`src/rtl/issue_scoreboard_pkg.sv`:
```
// Shared constants for the issue scoreboard: latency codes and parameter defaults.
package issue_scoreboard_pkg;

  localparam int unsigned LAT_ALU  = 0;
  localparam int unsigned LAT_LOAD = 1;

  localparam int unsigned NREG_DEF    = 32;
  localparam int unsigned WB_LAT_DEF  = 3;
  localparam int unsigned MAX_LAT_DEF = 3;

  function automatic int unsigned clamp_lat(input int unsigned lat, input int unsigned max_lat);
    return (lat > max_lat) ? max_lat : lat;
  endfunction

endpackage

```
`src/rtl/issue_scoreboard_if.sv`:
```
// ID-stage to scoreboard handshake: source/dest description in, hazard status out.
interface issue_scoreboard_if #(
  parameter int unsigned NRP   = 3,
  parameter int unsigned CNT_W = 2
);
  logic             ds_valid;
  logic             ds_cancel;
  logic             es_allowin;
  logic [NRP-1:0]   src_valid;
  logic [NRP*5-1:0] src_addr;
  logic             gr_we;
  logic [4:0]       dest;
  logic [CNT_W-1:0] lat;
  logic             is_long;
  logic             long_done;
  logic [4:0]       long_waddr;
  logic             ds_ready_go;
  logic             issue;
  logic [NRP-1:0]   src_busy;
  logic [31:0]      stall_cnt;

  modport master (
    output ds_valid, ds_cancel, es_allowin, src_valid, src_addr, gr_we, dest, lat, is_long,
           long_done, long_waddr,
    input  ds_ready_go, issue, src_busy, stall_cnt
  );

  modport slave (
    input  ds_valid, ds_cancel, es_allowin, src_valid, src_addr, gr_we, dest, lat, is_long,
           long_done, long_waddr,
    output ds_ready_go, issue, src_busy, stall_cnt
  );
endinterface

```
`src/rtl/sb_entry.sv`:
```
// One scoreboard entry: short-op countdown plus long-op busy flag for a single register.
module sb_entry #(
  parameter int unsigned CntW = 2
) (
  input  logic            clk,
  input  logic            reset,
  input  logic            set_cnt_i,
  input  logic [CntW-1:0] cnt_val_i,
  input  logic            set_lb_i,
  input  logic            clr_lb_i,
  output logic [CntW-1:0] cnt_o,
  output logic            lb_o
);

  logic [CntW-1:0] cnt_d, cnt_q;
  logic            lb_d, lb_q;

  always_comb begin
    cnt_d = cnt_q;
    if (set_cnt_i) begin
      cnt_d = cnt_val_i;
    end else if (cnt_q != '0) begin
      cnt_d = cnt_q - 1'b1;
    end
    // A same-cycle long issue outranks the completion of the previous long op.
    lb_d = lb_q;
    if (set_lb_i) begin
      lb_d = 1'b1;
    end else if (clr_lb_i) begin
      lb_d = 1'b0;
    end
  end

  always_ff @(posedge clk) begin
    if (reset) begin
      cnt_q <= '0;
      lb_q  <= 1'b0;
    end else begin
      cnt_q <= cnt_d;
      lb_q  <= lb_d;
    end
  end

  assign cnt_o = cnt_q;
  assign lb_o  = lb_q;

endmodule

```
`src/rtl/issue_scoreboard.sv`:
```
// Register-hazard scoreboard gating ID issue. Define SB_FWD_EN to use the per-op latency
// (forwarding pipeline); otherwise every short op blocks readers until writeback (WB_LAT).
module issue_scoreboard
  import issue_scoreboard_pkg::*;
#(
  parameter int unsigned NRP     = 3,
  parameter int unsigned NREG    = NREG_DEF,
  parameter int unsigned MAX_LAT = MAX_LAT_DEF,
  parameter int unsigned WB_LAT  = WB_LAT_DEF
) (
  input logic                clk,
  input logic                reset,
  issue_scoreboard_if.slave  sb
);

  localparam int unsigned CNT_W = $clog2(MAX_LAT + 1);

  logic [NREG-1:0][CNT_W-1:0] cnt;
  logic [NREG-1:0]            lb;
  logic [NRP-1:0]             src_busy;
  logic                       waw;
  logic                       ready_go;
  logic                       issue;
  logic                       wr_short;
  logic                       wr_long;
  logic [CNT_W-1:0]           lat_eff;
  logic [31:0]                stall_cnt_d, stall_cnt_q;

`ifdef SB_FWD_EN
  always_comb begin
    lat_eff = sb.lat;
    if (int'(sb.lat) > int'(MAX_LAT)) begin
      lat_eff = CNT_W'(MAX_LAT);
    end
  end
`else
  localparam int unsigned WbLatC = clamp_lat(WB_LAT, MAX_LAT);
  logic [CNT_W-1:0] lat_unused;
  assign lat_unused = sb.lat;
  assign lat_eff    = CNT_W'(WbLatC);
`endif

  assign cnt[0] = '0;
  assign lb[0]  = 1'b0;

  // Hazards are masked during reset so ID sees a clean, idle scoreboard.
  always_comb begin
    src_busy = '0;
    for (int i = 0; i < NRP; i++) begin
      src_busy[i] = !reset && sb.src_valid[i] && (sb.src_addr[5*i +: 5] != 5'd0) &&
                    ((cnt[sb.src_addr[5*i +: 5]] != '0) || lb[sb.src_addr[5*i +: 5]]);
    end
  end

  assign waw      = !reset && sb.gr_we && (sb.dest != 5'd0) && lb[sb.dest];
  assign ready_go = !(|src_busy) && !waw;
  assign issue    = !reset && sb.ds_valid && !sb.ds_cancel && ready_go && sb.es_allowin;
  assign wr_short = issue && sb.gr_we && (sb.dest != 5'd0) && !sb.is_long;
  assign wr_long  = issue && sb.gr_we && (sb.dest != 5'd0) && sb.is_long;

  for (genvar r = 1; r < NREG; r++) begin : g_entry
    sb_entry #(
      .CntW (CNT_W)
    ) u_entry (
      .clk       (clk),
      .reset     (reset),
      .set_cnt_i (wr_short && (sb.dest == 5'(r))),
      .cnt_val_i (lat_eff),
      .set_lb_i  (wr_long && (sb.dest == 5'(r))),
      .clr_lb_i  (sb.long_done && (sb.long_waddr == 5'(r))),
      .cnt_o     (cnt[r]),
      .lb_o      (lb[r])
    );
  end

  always_comb begin
    stall_cnt_d = stall_cnt_q;
    if (sb.ds_valid && !sb.ds_cancel && !ready_go && (stall_cnt_q != '1)) begin
      stall_cnt_d = stall_cnt_q + 32'd1;
    end
  end

  always_ff @(posedge clk) begin
    if (reset) begin
      stall_cnt_q <= '0;
    end else begin
      stall_cnt_q <= stall_cnt_d;
    end
  end

  assign sb.src_busy    = src_busy;
  assign sb.ds_ready_go = ready_go;
  assign sb.issue       = issue;
  assign sb.stall_cnt   = stall_cnt_q;

endmodule

```
`src/flat_wrapper.sv`:
```
// flat-port wrapper written by rule: the top's interface ports become plain ports
module issue_scoreboard_flat import issue_scoreboard_pkg::*;
#(
  parameter int unsigned NRP     = 3,
  parameter int unsigned NREG    = NREG_DEF,
  parameter int unsigned MAX_LAT = MAX_LAT_DEF,
  parameter int unsigned WB_LAT  = WB_LAT_DEF
)
  (clk, reset, sb_ds_valid, sb_ds_cancel, sb_es_allowin, sb_src_valid, sb_src_addr, sb_gr_we, sb_dest, sb_lat, sb_is_long, sb_long_done, sb_long_waddr, sb_ds_ready_go, sb_issue, sb_src_busy, sb_stall_cnt);
  issue_scoreboard_if #(.NRP(NRP), .CNT_W(($clog2(MAX_LAT_DEF + 1)))) sb_i ();
  input logic clk;
  input logic reset;
  input wire logic [$bits(sb_i.ds_valid)-1:0] sb_ds_valid;
  input wire logic [$bits(sb_i.ds_cancel)-1:0] sb_ds_cancel;
  input wire logic [$bits(sb_i.es_allowin)-1:0] sb_es_allowin;
  input wire logic [$bits(sb_i.src_valid)-1:0] sb_src_valid;
  input wire logic [$bits(sb_i.src_addr)-1:0] sb_src_addr;
  input wire logic [$bits(sb_i.gr_we)-1:0] sb_gr_we;
  input wire logic [$bits(sb_i.dest)-1:0] sb_dest;
  input wire logic [$bits(sb_i.lat)-1:0] sb_lat;
  input wire logic [$bits(sb_i.is_long)-1:0] sb_is_long;
  input wire logic [$bits(sb_i.long_done)-1:0] sb_long_done;
  input wire logic [$bits(sb_i.long_waddr)-1:0] sb_long_waddr;
  output wire logic [$bits(sb_i.ds_ready_go)-1:0] sb_ds_ready_go;
  output wire logic [$bits(sb_i.issue)-1:0] sb_issue;
  output wire logic [$bits(sb_i.src_busy)-1:0] sb_src_busy;
  output wire logic [$bits(sb_i.stall_cnt)-1:0] sb_stall_cnt;
  assign sb_i.ds_valid = sb_ds_valid;
  assign sb_i.ds_cancel = sb_ds_cancel;
  assign sb_i.es_allowin = sb_es_allowin;
  assign sb_i.src_valid = sb_src_valid;
  assign sb_i.src_addr = sb_src_addr;
  assign sb_i.gr_we = sb_gr_we;
  assign sb_i.dest = sb_dest;
  assign sb_i.lat = sb_lat;
  assign sb_i.is_long = sb_is_long;
  assign sb_i.long_done = sb_long_done;
  assign sb_i.long_waddr = sb_long_waddr;
  assign sb_ds_ready_go = sb_i.ds_ready_go;
  assign sb_issue = sb_i.issue;
  assign sb_src_busy = sb_i.src_busy;
  assign sb_stall_cnt = sb_i.stall_cnt;
  issue_scoreboard #(.NRP(NRP), .NREG(NREG), .MAX_LAT(MAX_LAT), .WB_LAT(WB_LAT)) u_core (.clk(clk), .reset(reset), .sb(sb_i));
endmodule
```
`config.mk`:
```
export PLATFORM = sky130hd
export DESIGN_NAME = issue_scoreboard_flat
export DESIGN_NICKNAME = d
export VERILOG_FILES = /design/src/rtl/issue_scoreboard_pkg.sv /design/src/rtl/issue_scoreboard_if.sv /design/src/rtl/sb_entry.sv /design/src/rtl/issue_scoreboard.sv /design/src/flat_wrapper.sv
export SDC_FILE = /design/constraint.sdc
export NUM_CORES = 1
export LEC_CHECK = 0
export BUFFER_PORTS_ARGS = -buffer_cell sky130_fd_sc_hd__buf_4
export CORE_MARGIN = 5
export CORE_UTILIZATION = 30
export CTS_CLUSTER_SIZE = 14
export DETAILED_ROUTE_END_ITERATION = 16
export PLACE_DENSITY = 0.49
export SYNTH_ARGS = -nofsm -noshare
export SYNTH_HDL_FRONTEND = slang
export SYNTH_SLANG_ARGS = --single-unit
export TNS_END_PERCENT = 100
```
`constraint.sdc`:
```
create_clock -name clk -period 5.97 [get_ports clk]
set_input_delay 0.2985 -clock clk [delete_from_list [all_inputs] [get_ports clk]]
set_output_delay 0.2985 -clock clk [all_outputs]
set_load 0.03 [all_outputs]
```
=== Word level (Yosys, flattened, before mapping) ===
Index checks and enable logic that the tools add are counted.

* Word-level logic and storage cells: 527
* Input bits: 38
* Bits in registers: 125
* Output and inout port bits: 37

* $add $sub $neg: 32
* Mux-type cells: 138
* Equal/unequal tests: 63
* Magnitude comparators: 4
* Reductions and logical operators: 227

{| class="wikitable"
|+ Operators by type and width
! operator !! number
|-
| $reduce_bool 2->1 || 96
|-
| $eq 5x5->1 const B || 32
|-
| $mux 2 || 65
|-
| $logic_and 1x1->1 || 117
|-
| $eq 5x4->1 const B || 16
|-
| $mux 1 || 66
|-
| $sub 2x1->2 const B || 31
|-
| $eq 5x3->1 const B || 8
|-
| $add 32x1->32 const B || 1
|-
| $ne 32x32->1 const B || 1
|-
| $bmux 2 s5 || 3
|-
| $lt 5x6->1 const B || 4
|-
| $bmux 1 s5 || 4
|-
| $eq 5x2->1 const B || 4
|-
| $reduce_bool 5->1 || 4
|-
| $eq 5x1->1 const B || 2
|-
| $logic_not 1->1 || 6
|-
| $logic_or 1x1->1 || 3
|-
| $reduce_or 3->1 || 1
|}

=== Logic depth before layout (Yosys ltp) ===
Gate-level depths: netlist of run 1.

* Word-level depth: 15
* Depth in mapped cells: 13
* Gate-level depth less buffers: 8

=== Cells and area by module ===
A second synthesis of run 1 with hierarchy kept.

* Cell total of the unflattened synthesis: 1080
* Area total of the unflattened synthesis: 9022.4 sq um

{| class="wikitable"
|+ By module, submodules not included
! module !! cells an instance !! instances !! area each (sq um)
|-
| sb_entry at u_core.g_entry[10].u_entry ... || 16 || 30 || 156.4
|-
| issue_scoreboard || 583 || 1 || 4174.0
|-
| sb_entry at u_core.g_entry[8].u_entry || 17 || 1 || 156.4
|}

=== Worst setup path before layout of run 1 ===
OpenSTA, ideal clock, no wires.

* Path type: input port to output port
* Start point: in sb_src_addr[1]
* End point: out sb_issue
* Required time: 5672 ps
* Buffers on the path: 4
* Stages: 10
* Arrival time: 2670 ps
* Slack: 3001 ps
* Path through: buf_2 > mux4_2 > or3_1 > o2111ai_1 > o32a_2 > and4_4 > buf_6 > buf_8 > buf_4 > and4_1

* Longest elaborated chain between the ends: 10

{| class="wikitable"
|+ RTL lines
! what !! RTL line !! RTL
|-
| from (decl) || flat_wrapper.sv:17 || <nowiki>input wire logic [$bits(sb_i.src_addr)-1:0] sb_src_addr;</nowiki>
|-
| $bmux 2 s5 || issue_scoreboard.sv:51 || <nowiki>((cnt[sb.src_addr[5*i +: 5]] != '0) || lb[sb.src_addr[5*i +: 5]]);</nowiki>
|-
| $mux 2 (not written as such) || issue_scoreboard.sv:51 ||
|-
| $reduce_bool 2->1 || issue_scoreboard.sv:51 ||
|-
| $logic_or 1x1->1 || issue_scoreboard.sv:51 ||
|-
| $logic_and 1x1->1 (*) || issue_scoreboard.sv:50 || <nowiki>src_busy[i] = !reset && sb.src_valid[i] && (sb.src_addr[5*i +: 5] != 5'd0) &&</nowiki>
|-
| $reduce_or 3->1 (*) || issue_scoreboard.sv:56 || <nowiki>assign ready_go = !(|src_busy) && !waw;</nowiki>
|-
| $logic_not 1->1 (*) || issue_scoreboard.sv:56 ||
|-
| $logic_and 1x1->1 (*) || issue_scoreboard.sv:56 ||
|-
| via sb_ds_ready_go || flat_wrapper.sv:24 || <nowiki>output wire logic [$bits(sb_i.ds_ready_go)-1:0] sb_ds_ready_go;</nowiki>
|-
| $logic_and 1x1->1 (*) (2 in a row) || issue_scoreboard.sv:57 || <nowiki>assign issue = !reset && sb.ds_valid && !sb.ds_cancel && ready_go && sb.es_allowin;</nowiki>
|-
| to (decl) || flat_wrapper.sv:25 || <nowiki>output wire logic [$bits(sb_i.issue)-1:0] sb_issue;</nowiki>
|}

Mark *: on every way through the listed nets, which the timed path passes. The rest lies on a longest branch. The select of a mux whose other input is x is not followed.

=== Worst setup path after layout of run 1 ===
* Start point: reg u_core.g_entry[16].u_entry.cnt_q[1]
* End point: out sb_issue

* Longest elaborated chain between the ends: 10

{| class="wikitable"
|+ RTL lines
! what !! RTL line !! RTL
|-
| from (decl) || sb_entry.sv:15 || <nowiki>logic [CntW-1:0] cnt_d, cnt_q;</nowiki>
|-
| from (signal assigned) || sb_entry.sv:39 || <nowiki>cnt_q <= cnt_d;</nowiki>
|-
| $bmux 2 s5 || issue_scoreboard.sv:51 ||
|-
| $mux 2 (not written as such) || issue_scoreboard.sv:51 ||
|-
| $reduce_bool 2->1 || issue_scoreboard.sv:51 ||
|-
| $logic_or 1x1->1 || issue_scoreboard.sv:51 ||
|-
| $logic_and 1x1->1 || issue_scoreboard.sv:50 ||
|-
| $reduce_or 3->1 (*) || issue_scoreboard.sv:56 ||
|-
| $logic_not 1->1 (*) || issue_scoreboard.sv:56 ||
|-
| $logic_and 1x1->1 (*) || issue_scoreboard.sv:56 ||
|-
| $logic_and 1x1->1 (*) (2 in a row) || issue_scoreboard.sv:57 ||
|}

Mark *: on every way between the ends. The rest lies on a longest branch, timed or not. The select of a mux whose other input is x is not followed.

==> impl_metrics.json, run 1 <==
{
  "vias_per_cell": 5.49,
  "synth_common_cells": "dfxtp_1 (125), inv_1 (77), nor2_1 (75)",
  "grt_max_degree": 61,
  "maxCapViolCount": 0,
  "ios": 75,
  "synth_top_area_cell": "dfxtp_1",
  "required_ps": 5670,
  "p_sw_uw": 1110,
  "core_mm2": 0.0250,
  "final_nets": 1023,
  "fillers": 2619,
  "synth_edf_count": 0,
  "ir_drop_mv": 0.136,
  "ys_seq_area_share_pct": 32.9,
  "layout-drive-gt1-share_pct": 15.8,
  "post_cts_resize_count": 0,
  "period_needed_ps": 3610,
  "ys_async_sr_fraction_pct": 0,
  "cp_max_fo": 48,
  "cts_buffer_depth": 2,
  "use_met3_pct": 3.40,
  "top_usage_layer": "met2",
  "avgSynthCellArea_um2": 8.32,
  "start_util_pct": 30.4,
  "dp_hpwl_um": 17600,
  "clock_latency_ps": 420,
  "postCtsSetupBuffers": 0,
  "synthCells": 913,
  "die_h_um": 169,
  "grtUsageMet2_pct": 28.0,
  "routed_wire_length_per_instance_um": 19.1,
  "gp_routability_congestion": 0.855,
  "root_buffer": "clkbuf_16",
  "setup_ws_ps": 2360,
  "cp_cell_sequence": "or3_1 > mux4_2 > o211ai_1 > a211oi_1 > nand4_1 > and4_4 > and4_1 > buf_4",
  "slew_headroom_pct": 48.9,
  "cts-hold-fix-buffers": 0,
  "final_antenna_net_count": 0,
  "synth_top_cell_area_share_pct": 32.9,
  "fin_skew_ps": 10.3,
  "powerDensity_mw_per_mm2": 364,
  "r2r_slack_ps": 2490,
  "syn2layout_area_growth_pct": 17.2,
  "netSwitchingFraction_pct": 34.0,
  "n_antenna_cell": 0,
  "clk_pin_slew_ps": 60,
  "p_int_uw": 2140,
  "dp.cells": 1264,
  "gr-total-overflow": 0,
  "grt_first_pass_wirelength_um": 39000,
  "synthTopCellsByArea": "dfxtp_1 (33%), ha_1 (5.3%), o22ai_1 (5.0%)",
  "tightest_slew_ps": 756,
  "cts_inserted_buffers": 17,
  "grt_antenna_before_repair": 0,
  "p_seq_share_pct": 34.2,
  "multiInputGateArea_mm2": 0.00452,
  "syn_area_mm2": 0.00760,
  "synth-seq-cells": 125,
  "rsz0062_at_grt": "no",
  "grt_pass1_vias": 6654,
  "htree_num_levels": 4,
  "cp_slowest_stage_delay_ps": 610,
  "die_w_um": 169,
  "fmax_ghz": 0.277,
  "fp.dieArea_mm2": 0.0286,
  "synth_most_common_cell": "dfxtp_1",
  "synth_cell_types": 66,
  "use_met1_pct": 23.6,
  "final_cells": 1296,
  "clock_power_share_pct": 33.4,
  "synthFlopType": "dfxtp_1",
  "cts_sinks": 125,
  "path_class": "reg -> out",
  "hold_viol_final": 0,
  "critPathCaptureType": "output port",
  "p_comb_share_pct": 32.4,
  "drt-initial-drc-count": 590,
  "grt_usage_pct": 17.2,
  "finalSetupTns_ps": 0,
  "first_pass_iters": 7,
  "cts_tree": "done",
  "setup_viol": 0,
  "cpMaxStageDelayCell": "and4_4",
  "port_buffers": 72,
  "synth_warnings": 0,
  "post-route-drc-count": 0,
  "run_status": "completed",
  "synth_fp_nets": 983,
  "pre_cts_ws_ps": 2440,
  "num_vias": 7109,
  "row_count": 58,
  "slew_violations": 0,
  "postRouteWirelength_um": 24700,
  "cp-start-kind": "flip-flop",
  "register_area_mm2": 0.00250,
  "crit_arrival_ps": 3320,
  "min_path_type": "in -> reg",
  "leakagePower_uw": 0.00333,
  "fin_crit_sh_pct": 60.5
}
[path summary, 6_finish.rpt]
check | from | depth (start not counted) | endpoint
hold reg to reg | u_core.sb.stall_cnt[6]$_SDFFE_PP0P_ | 1 | u_core.sb.stall_cnt[6]$_SDFFE_PP0P_
setup reg to reg | u_core.g_entry[16].u_entry.cnt_o[1]$_SDFFE_PP0P_ | 8 | u_core.g_entry[18].u_entry.lb_o$_SDFFE_PP0P_
hold / removal | sb_long_waddr[2] | 3 | u_core.g_entry[3].u_entry.lb_o$_SDFFE_PP0P_
setup / recovery | u_core.g_entry[16].u_entry.cnt_o[1]$_SDFFE_PP0P_ | 8 | sb_issue
[sequential cells by signal, summed over array words and instances, names as in the netlist]
name / flops
u_core.g_entry.u_entry.cnt_o: 62
u_core.sb.stall_cnt: 32
u_core.g_entry.u_entry.lb_o: 31
[critical path: cells and delay by family (launching register included)]
kind | cells | cell delay, ps
mux | 1 | 470
flops | 1 | 320
buf+inv | 1 | 160
compound gates | 2 | 390
simple gates | 4 | 1540
[logic make-up (layout without fill, tap and decap cells)]
logic type / after synthesis / after routing / synth area share [%]
adders and majority gates: 32 / 32 / 5.27
AOI/OAI and AO/OA: 239 / 239 / 20.8
muxes: 41 / 41 / 8.33
buffers and inverters: 134 / 187 / 7.66
and+or+nand+nor: 311 / 311 / 21.5
DFF: 125 / 125 / 32.9
xor gates and xnor gates: 31 / 31 / 3.57
[cell type report]
cell class / instances / share of cell area (%)
Timing Repair Buffer: 76 / 6.40
Tap cell: 330 / 4.63
Clock buffer: 22 / 5.32
Clock inverter: 10 / 1.54
Sequential cell: 125 / 28.1
Multi-Input combinational cell: 654 / 50.7
Inverter: 79 / 3.33
[power groups by stage]
stage	sequential [uW]	combinational (uW)	clock, uW
final	1110	1050	1080
after global routing	1130	1190	1150
after CTS	1110	1060	1110
after detailed placement	1130	1050	0
after global placement	1130	1020	0
after floorplan	1090	851	0
[metal layers]
metal / part of all wire [%] / up-vias
met5: 0 / -
met4: 1.3 / 0
met3: 4.3 / 18
met2: 48 / 163
met1: 46 / 3433
li1: - / 3495
[placed cells by master (no fill, tap or decap), drive strengths merged, types with 4 or more instances in the layout]
master	Yosys	routed
nor4b	6	6
nor2	75	75
nor3	32	32
mux2i	7	7
clkbuf	29	22
nor4	23	23
or4	6	6
xor2	31	31
nand4	12	12
inv	79	79
o211ai	15	15
nor2b	20	20
and3	11	11
a21oi	45	45
ha	32	32
o21a	4	4
nand2	46	46
o311ai	16	16
a2111oi	9	9
or3	12	12
dfxtp	125	125
and4	6	6
nand3	36	36
mux2	18	18
a31oi	4	4
nand2b	6	6
nand3b	6	6
a221oi	5	5
o41ai	9	9
o31ai	5	5
buf	26	76
a211oi	5	5
clkinv	0	5
o22ai	62	62
o21ai	41	41
mux4	16	16
or2	6	6
[metrics by stage]
step	hold slack, ps	area (um2)	power [uW]	utilization [%]
finish	258	8910	3250	35.6
global route	258	8910	3470	35.6
CTS	240	8910	3280	35.6
detailed placement	486	8300	2170	33.1
global placement	489	8300	2150	33.1
floorplan	458	7600	1940	-
No activity file was read; power rests on OpenSTA's default activity.
==> run 2, diff against run 1 <==
Settings changed: PLACE_DENSITY 0.49 to 0.51.
Clock period 5.97 ns to 3.3 ns, I/O delays scaled along.
==> run 2 against run 1 <==
Net effect: combinational power is 88% higher; clock-buffer cell count is 5 lower; setup slack worse by 2200 ps; register-to-register slack worse by 2300 ps; sequential power is 81% higher; first-iteration DRC count is 7.1% higher; non-clock buffer count is 17 higher; via count is 3.2% higher; clock skew is 2.0 ps lower; critical path type unchanged.
==> impl_metrics.json, run 2 (same netlist as run 1, synthesis figures left out) <==
{
  "run_status": "completed",
  "core_mm2": 0.0250,
  "min_to": "u_core.sb.stall_cnt[27]$_SDFFE_PP0P_",
  "rsz0062_at_grt": "no",
  "die_h_um": 169,
  "grt_antenna_before_repair": 0,
  "fin_skew_ps": 8.29,
  "hold_viol_final": 0,
  "final_antenna_net_count": 0,
  "period_needed_ps": 3180,
  "cts_buffer_depth": 2,
  "fmax_ghz": 0.315,
  "final_nets": 1041,
  "routed_wire_length_per_instance_um": 19.1,
  "final_common_cell": "dfxtp_1",
  "fp.dieArea_mm2": 0.0286,
  "largest_reg_flops": 62,
  "critPathCaptureType": "output port",
  "slew_headroom_pct": 36.8,
  "crit_arrival_ps": 3010,
  "fillers": 2622,
  "register_area_mm2": 0.00250,
  "row_count": 58,
  "reg2reg_depth": 9,
  "drt-initial-drc-count": 632,
  "powerDensity_mw_per_mm2": 658,
  "num_vias": 7339,
  "leakagePower_uw": 0.00341,
  "hold_path.startpoint": "reset",
  "dp_hpwl_um": 17900,
  "start_util_pct": 30.4,
  "port_buffers": 72,
  "cp_max_fo": 5,
  "r2r_slack_ps": 160,
  "setup_viol": 0,
  "cts_tree": "done",
  "grt_first_pass_wirelength_um": 39400,
  "grt_pass1_vias": 6902,
  "ios": 75,
  "layout-drive-gt1-share_pct": 17.6,
  "post_cts_resize_count": 0,
  "post-route-drc-count": 0,
  "crit_buf_inv": 1,
  "first_pass_iters": 5,
  "final_cell_mix": "dfxtp_1 (125), buf_4 (93), inv_1 (77)",
  "cts_sinks": 125,
  "grt_max_degree": 87,
  "reg2reg_to": "u_core.g_entry[2].u_entry.cnt_o[0]$_SDFFE_PP0P_",
  "multiInputGateArea_mm2": 0.00453,
  "path_class": "reg -> out",
  "die_w_um": 169,
  "gp_routability_congestion": 0.904,
  "cp_slowest_stage_delay_ps": 470,
  "cp_top_family": "simple AND/OR/NAND/NOR gates",
  "tightest_slew_ps": 948,
  "min_path_type": "in -> reg",
  "clock_latency_ps": 420,
  "fin_crit_sh_pct": 96.3,
  "maxCapViolCount": 0,
  "n_antenna_cell": 0,
  "required_ps": 3130,
  "cp_cell_sequence": "or3_1 > mux4_2 > o211ai_1 > a211oi_1 > nand4_1 > and4_4 > and4_1 > buf_4",
  "clk_pin_slew_ps": 60,
  "cts-hold-fix-buffers": 0,
  "cts_inserted_buffers": 17,
  "finalSetupTns_ps": 0,
  "pre_cts_ws_ps": 133,
  "slew_violations": 0,
  "r2r-start": "u_core.g_entry[16].u_entry.cnt_o[1]$_SDFFE_PP0P_",
  "postRouteWirelength_um": 25100,
  "holdPathStages": 2,
  "cp-start-kind": "flip-flop",
  "root_buffer": "clkbuf_16",
  "cpMaxStageDelayCell": "mux4_2",
  "total_power_uw": 5960,
  "gr-total-overflow": 0,
  "htree_num_levels": 4,
  "ir_drop_mv": 0.275,
  "grt_usage_pct": 17.4,
  "vias_per_cell": 5.59,
  "syn2layout_area_growth_pct": 19.2,
  "setup_ws_ps": 121,
  "postCtsSetupBuffers": 4
}
-- run 2: routing by layer --
metal / part of all wire (%) / wire (um) / vias up / GRT usage, %
met5: 0 / 0 / - / 0
met2: 47 / 11900 / 225 / 28.4
met4: 2.9 / 721 / 0 / 6.23
met1: 45 / 11200 / 3530 / 23.5
li1: - / - / 3540 / -
met3: 5.1 / 1270 / 44 / 2.82
-- run 2: how the worst max path moves through the flow --
stage / startpoint / end / slack [ps] / cells past startpoint
6_report: u_core.g_entry[16].u_entry.cnt_o[1]$_SDFFE_PP0P_ / sb_issue / 120 / 8
3_5_place_dp: u_core.g_entry[16].u_entry.cnt_o[1]$_SDFFE_PP0P_ / u_core.g_entry[9].u_entry.cnt_o[0]$_SDFFE_PP0P_ / 130 / 8
3_3_place_gp: u_core.g_entry[16].u_entry.cnt_o[1]$_SDFFE_PP0P_ / u_core.g_entry[5].u_entry.cnt_o[1]$_SDFFE_PP0P_ / 170 / 8
2_1_floorplan: u_core.g_entry[24].u_entry.cnt_o[1]$_SDFFE_PP0P_ / sb_issue / 510 / 9
4_1_cts: u_core.g_entry[16].u_entry.cnt_o[1]$_SDFFE_PP0P_ / sb_issue / 140 / 8
5_1_grt: u_core.g_entry[30].u_entry.cnt_o[0]$_SDFFE_PP0P_ / u_core.sb.stall_cnt[9]$_SDFFE_PP0P_ / 40 / 11
-- run 2: final cells by class --
class,instances,area share [%]
timing repair buffer,93,7.71
clock buffer,17,4.70
inverter,79,3.27
multi-input combinational,655,50.0
clock inverter,15,2.18
sequential,125,27.6
tap,330,4.56
-- run 2: report_power, final --
| part | switching (uW) | internal, uW |
|---|---|---|
| Clock | 726 | 1260 |
| Sequential | 250 | 1760 |
| Combinational | 1050 | 913 |
| Total | 2030 | 3930 |
-- run 2: through the flow --
step	area (um2)	hold slack [ps]	util (%)	instances
2_1_floorplan	7600	419	-	913
3_3_place_gp	8400	487	33.5	1277
3_5_place_dp	8400	492	33.5	1277
4_1_cts	9060	87.5	36.2	1314
5_1_grt	9060	121	36.2	1314
6_report	9060	107	36.2	1314
==> run 3, diff against run 2 <==
Settings changed: CELL_PAD_IN_SITES_DETAIL_PLACEMENT from default to 1, CELL_PAD_IN_SITES_GLOBAL_PLACEMENT from default to 1, PLACE_DENSITY 0.51 to 0.63, RECOVER_POWER from default to 25.
==> run 3 against run 2 <==
Net effect: sequential share of layout area is 0.080 points higher; setup slack better by 24 ps; combinational power is 3% higher; utilization down 0.10 points; sequential power is essentially flat; maximum frequency rose by 0.76%; clock power increased by 5%; non-clock buffer count increased by 7; hold slack improved by 17 ps; global-route usage is 0.98 points higher; wire length grew 5.1%; clock-buffer cell count is 1 higher.
==> impl_metrics.json, run 3 (same netlist as run 1, synthesis figures left out) <==
{
  "largest_reg_flops": 62,
  "final_nets": 1047,
  "required_ps": 3130,
  "p_int_uw": 4000,
  "p_seq_share_pct": 32.8,
  "finalSetupTns_ps": 0,
  "grt_pass1_vias": 7534,
  "die_w_um": 169,
  "crit_arrival_ps": 2990,
  "grt_first_pass_wirelength_um": 41700,
  "cpMaxStageDelayCell": "mux4_2",
  "final_common_cell": "dfxtp_1",
  "fmax_ghz": 0.317,
  "root_buffer": "clkbuf_16",
  "vias_per_cell": 5.58,
  "gp_routability_congestion": 0.895,
  "setup_viol": 0,
  "fillers": 2984,
  "postRouteWirelength_um": 26400,
  "first_pass_iters": 5,
  "cts_inserted_buffers": 17,
  "cts_buffer_depth": 2,
  "run_status": "completed",
  "slew_violations": 0,
  "start_util_pct": 30.4,
  "fin_crit_sh_pct": 95.6,
  "cp_slowest_stage_delay_ps": 510,
  "row_count": 58,
  "clock_power_share_pct": 34.0,
  "routed_wire_length_per_instance_um": 20.0,
  "post-route-drc-count": 0,
  "n_antenna_cell": 0,
  "layout-drive-gt1-share_pct": 14.6,
  "grt_usage_pct": 18.4,
  "syn2layout_area_growth_pct": 18.9,
  "multiInputGateArea_mm2": 0.00452,
  "critPathCaptureType": "output port",
  "fp.dieArea_mm2": 0.0286,
  "cts_sinks": 125,
  "core_mm2": 0.0250,
  "slew_headroom_pct": 57.9,
  "gr-total-overflow": 0,
  "period_needed_ps": 3150,
  "cp_top_family": "simple AND/OR/NAND/NOR gates",
  "clk_pin_slew_ps": 70,
  "cts-hold-fix-buffers": 0,
  "dp_hpwl_um": 19400,
  "total_power_uw": 6120,
  "holdWs_ps": 124,
  "hold_viol_final": 0,
  "port_buffers": 72,
  "final_antenna_net_count": 0,
  "clock_latency_ps": 430,
  "cts_tree": "done",
  "leakagePower_uw": 0.00333,
  "cp_max_fo": 7,
  "maxCapViolCount": 0,
  "num_vias": 7359,
  "p_comb_share_pct": 33.2,
  "drt-initial-drc-count": 417,
  "grt_antenna_before_repair": 0,
  "powerDensity_mw_per_mm2": 678,
  "netSwitchingFraction_pct": 34.7,
  "tightest_slew_ps": 615,
  "fin_skew_ps": 16.4,
  "die_h_um": 169,
  "htree_num_levels": 4,
  "cp_cell_sequence": "or3_1 > mux4_2 > or3b_1 > nand4_2 > and4_4 > and4_1 > buf_4",
  "cp-start-kind": "flip-flop",
  "crit_buf_inv": 1,
  "p_sw_uw": 2120,
  "ir_drop_mv": 0.300,
  "ios": 75,
  "final_cell_mix": "dfxtp_1 (125), inv_1 (77), nor2_1 (75)",
  "grt_max_degree": 62,
  "min_path_type": "in -> reg",
  "path_class": "reg -> out",
  "register_area_mm2": 0.00250,
  "rsz0062_at_grt": "no"
}
-- run 3: final cells by class --
type | count | share of cell area (%)
Tap cell | 330 | 4.57
Clock buffer | 18 | 4.86
Multi-Input combinational cell | 654 | 50.0
Inverter | 79 | 3.28
Clock inverter | 14 | 2.29
Sequential cell | 125 | 27.7
Timing Repair Buffer | 100 | 7.24
-- run 3: stage by stage --
step	instances	setup WS, ps	cell area [um2]	util, %
CTS	1317	47.6	9130	36.5
global placement	1285	370	8480	33.9
floorplan	913	507	7600	-
finish	1320	145	9030	36.1
detailed placement	1285	342	8480	33.9
global route	1320	44.6	9030	36.1
-- run 3: timing repair --
item / 4_1_cts / 5_1_grt
buffers inserted: 0 / 3
resized for setup: 0 / 1
setup endpoints to repair: 0 / 2
hold endpoints to repair: 0 / 0
-- run 3: final timing paths --
check | start | end | slack [ps] | cells past startpoint
worst max-delay path | u_core.g_entry[24].u_entry.cnt_o[1]$_SDFFE_PP0P_ | sb_issue | 150 | 7
worst min-delay path | sb_long_waddr[2] | u_core.g_entry[11].u_entry.lb_o$_SDFFE_PP0P_ | 120 | 3
worst max register to register | u_core.g_entry[31].u_entry.cnt_o[1]$_SDFFE_PP0P_ | u_core.sb.stall_cnt[20]$_SDFFE_PP0P_ | 230 | 10
worst min register to register | u_core.g_entry[17].u_entry.lb_o$_SDFFE_PP0P_ | u_core.g_entry[17].u_entry.lb_o$_SDFFE_PP0P_ | 490 | 2
-- run 3: power by group through the flow --
| stage | clock [uW] | sequential (uW) | combinational (uW) |
|---|---|---|---|
| floorplan | 0 | 1970 | 1540 |
| global placement | 0 | 2030 | 1950 |
| detailed placement | 0 | 2040 | 2010 |
| CTS | 2140 | 2010 | 2030 |
| global route | 2200 | 2050 | 2300 |
| finish | 2080 | 2010 | 2030 |
-- run 3: worst reg2reg max path: stages (launching register included) --
cell and delay [ps]:
dfxtp_1 370, nor3_1 110, mux4_2 530, and4_1 230, a211oi_1 170, nand4_1 240, and4_4 300, buf_12 140
buf_4 170, nor4_1 320, mux2_2 370
-- run 3: metal layers --
layer  vias to the layer above  track usage [%]  wire [um]
met4                         0             5.50        459
met5                         -                0          0
met3                        32             3.38       1080
met1                      3644             23.8      12000
li1                       3526                -          -
met2                       157             31.4      12900
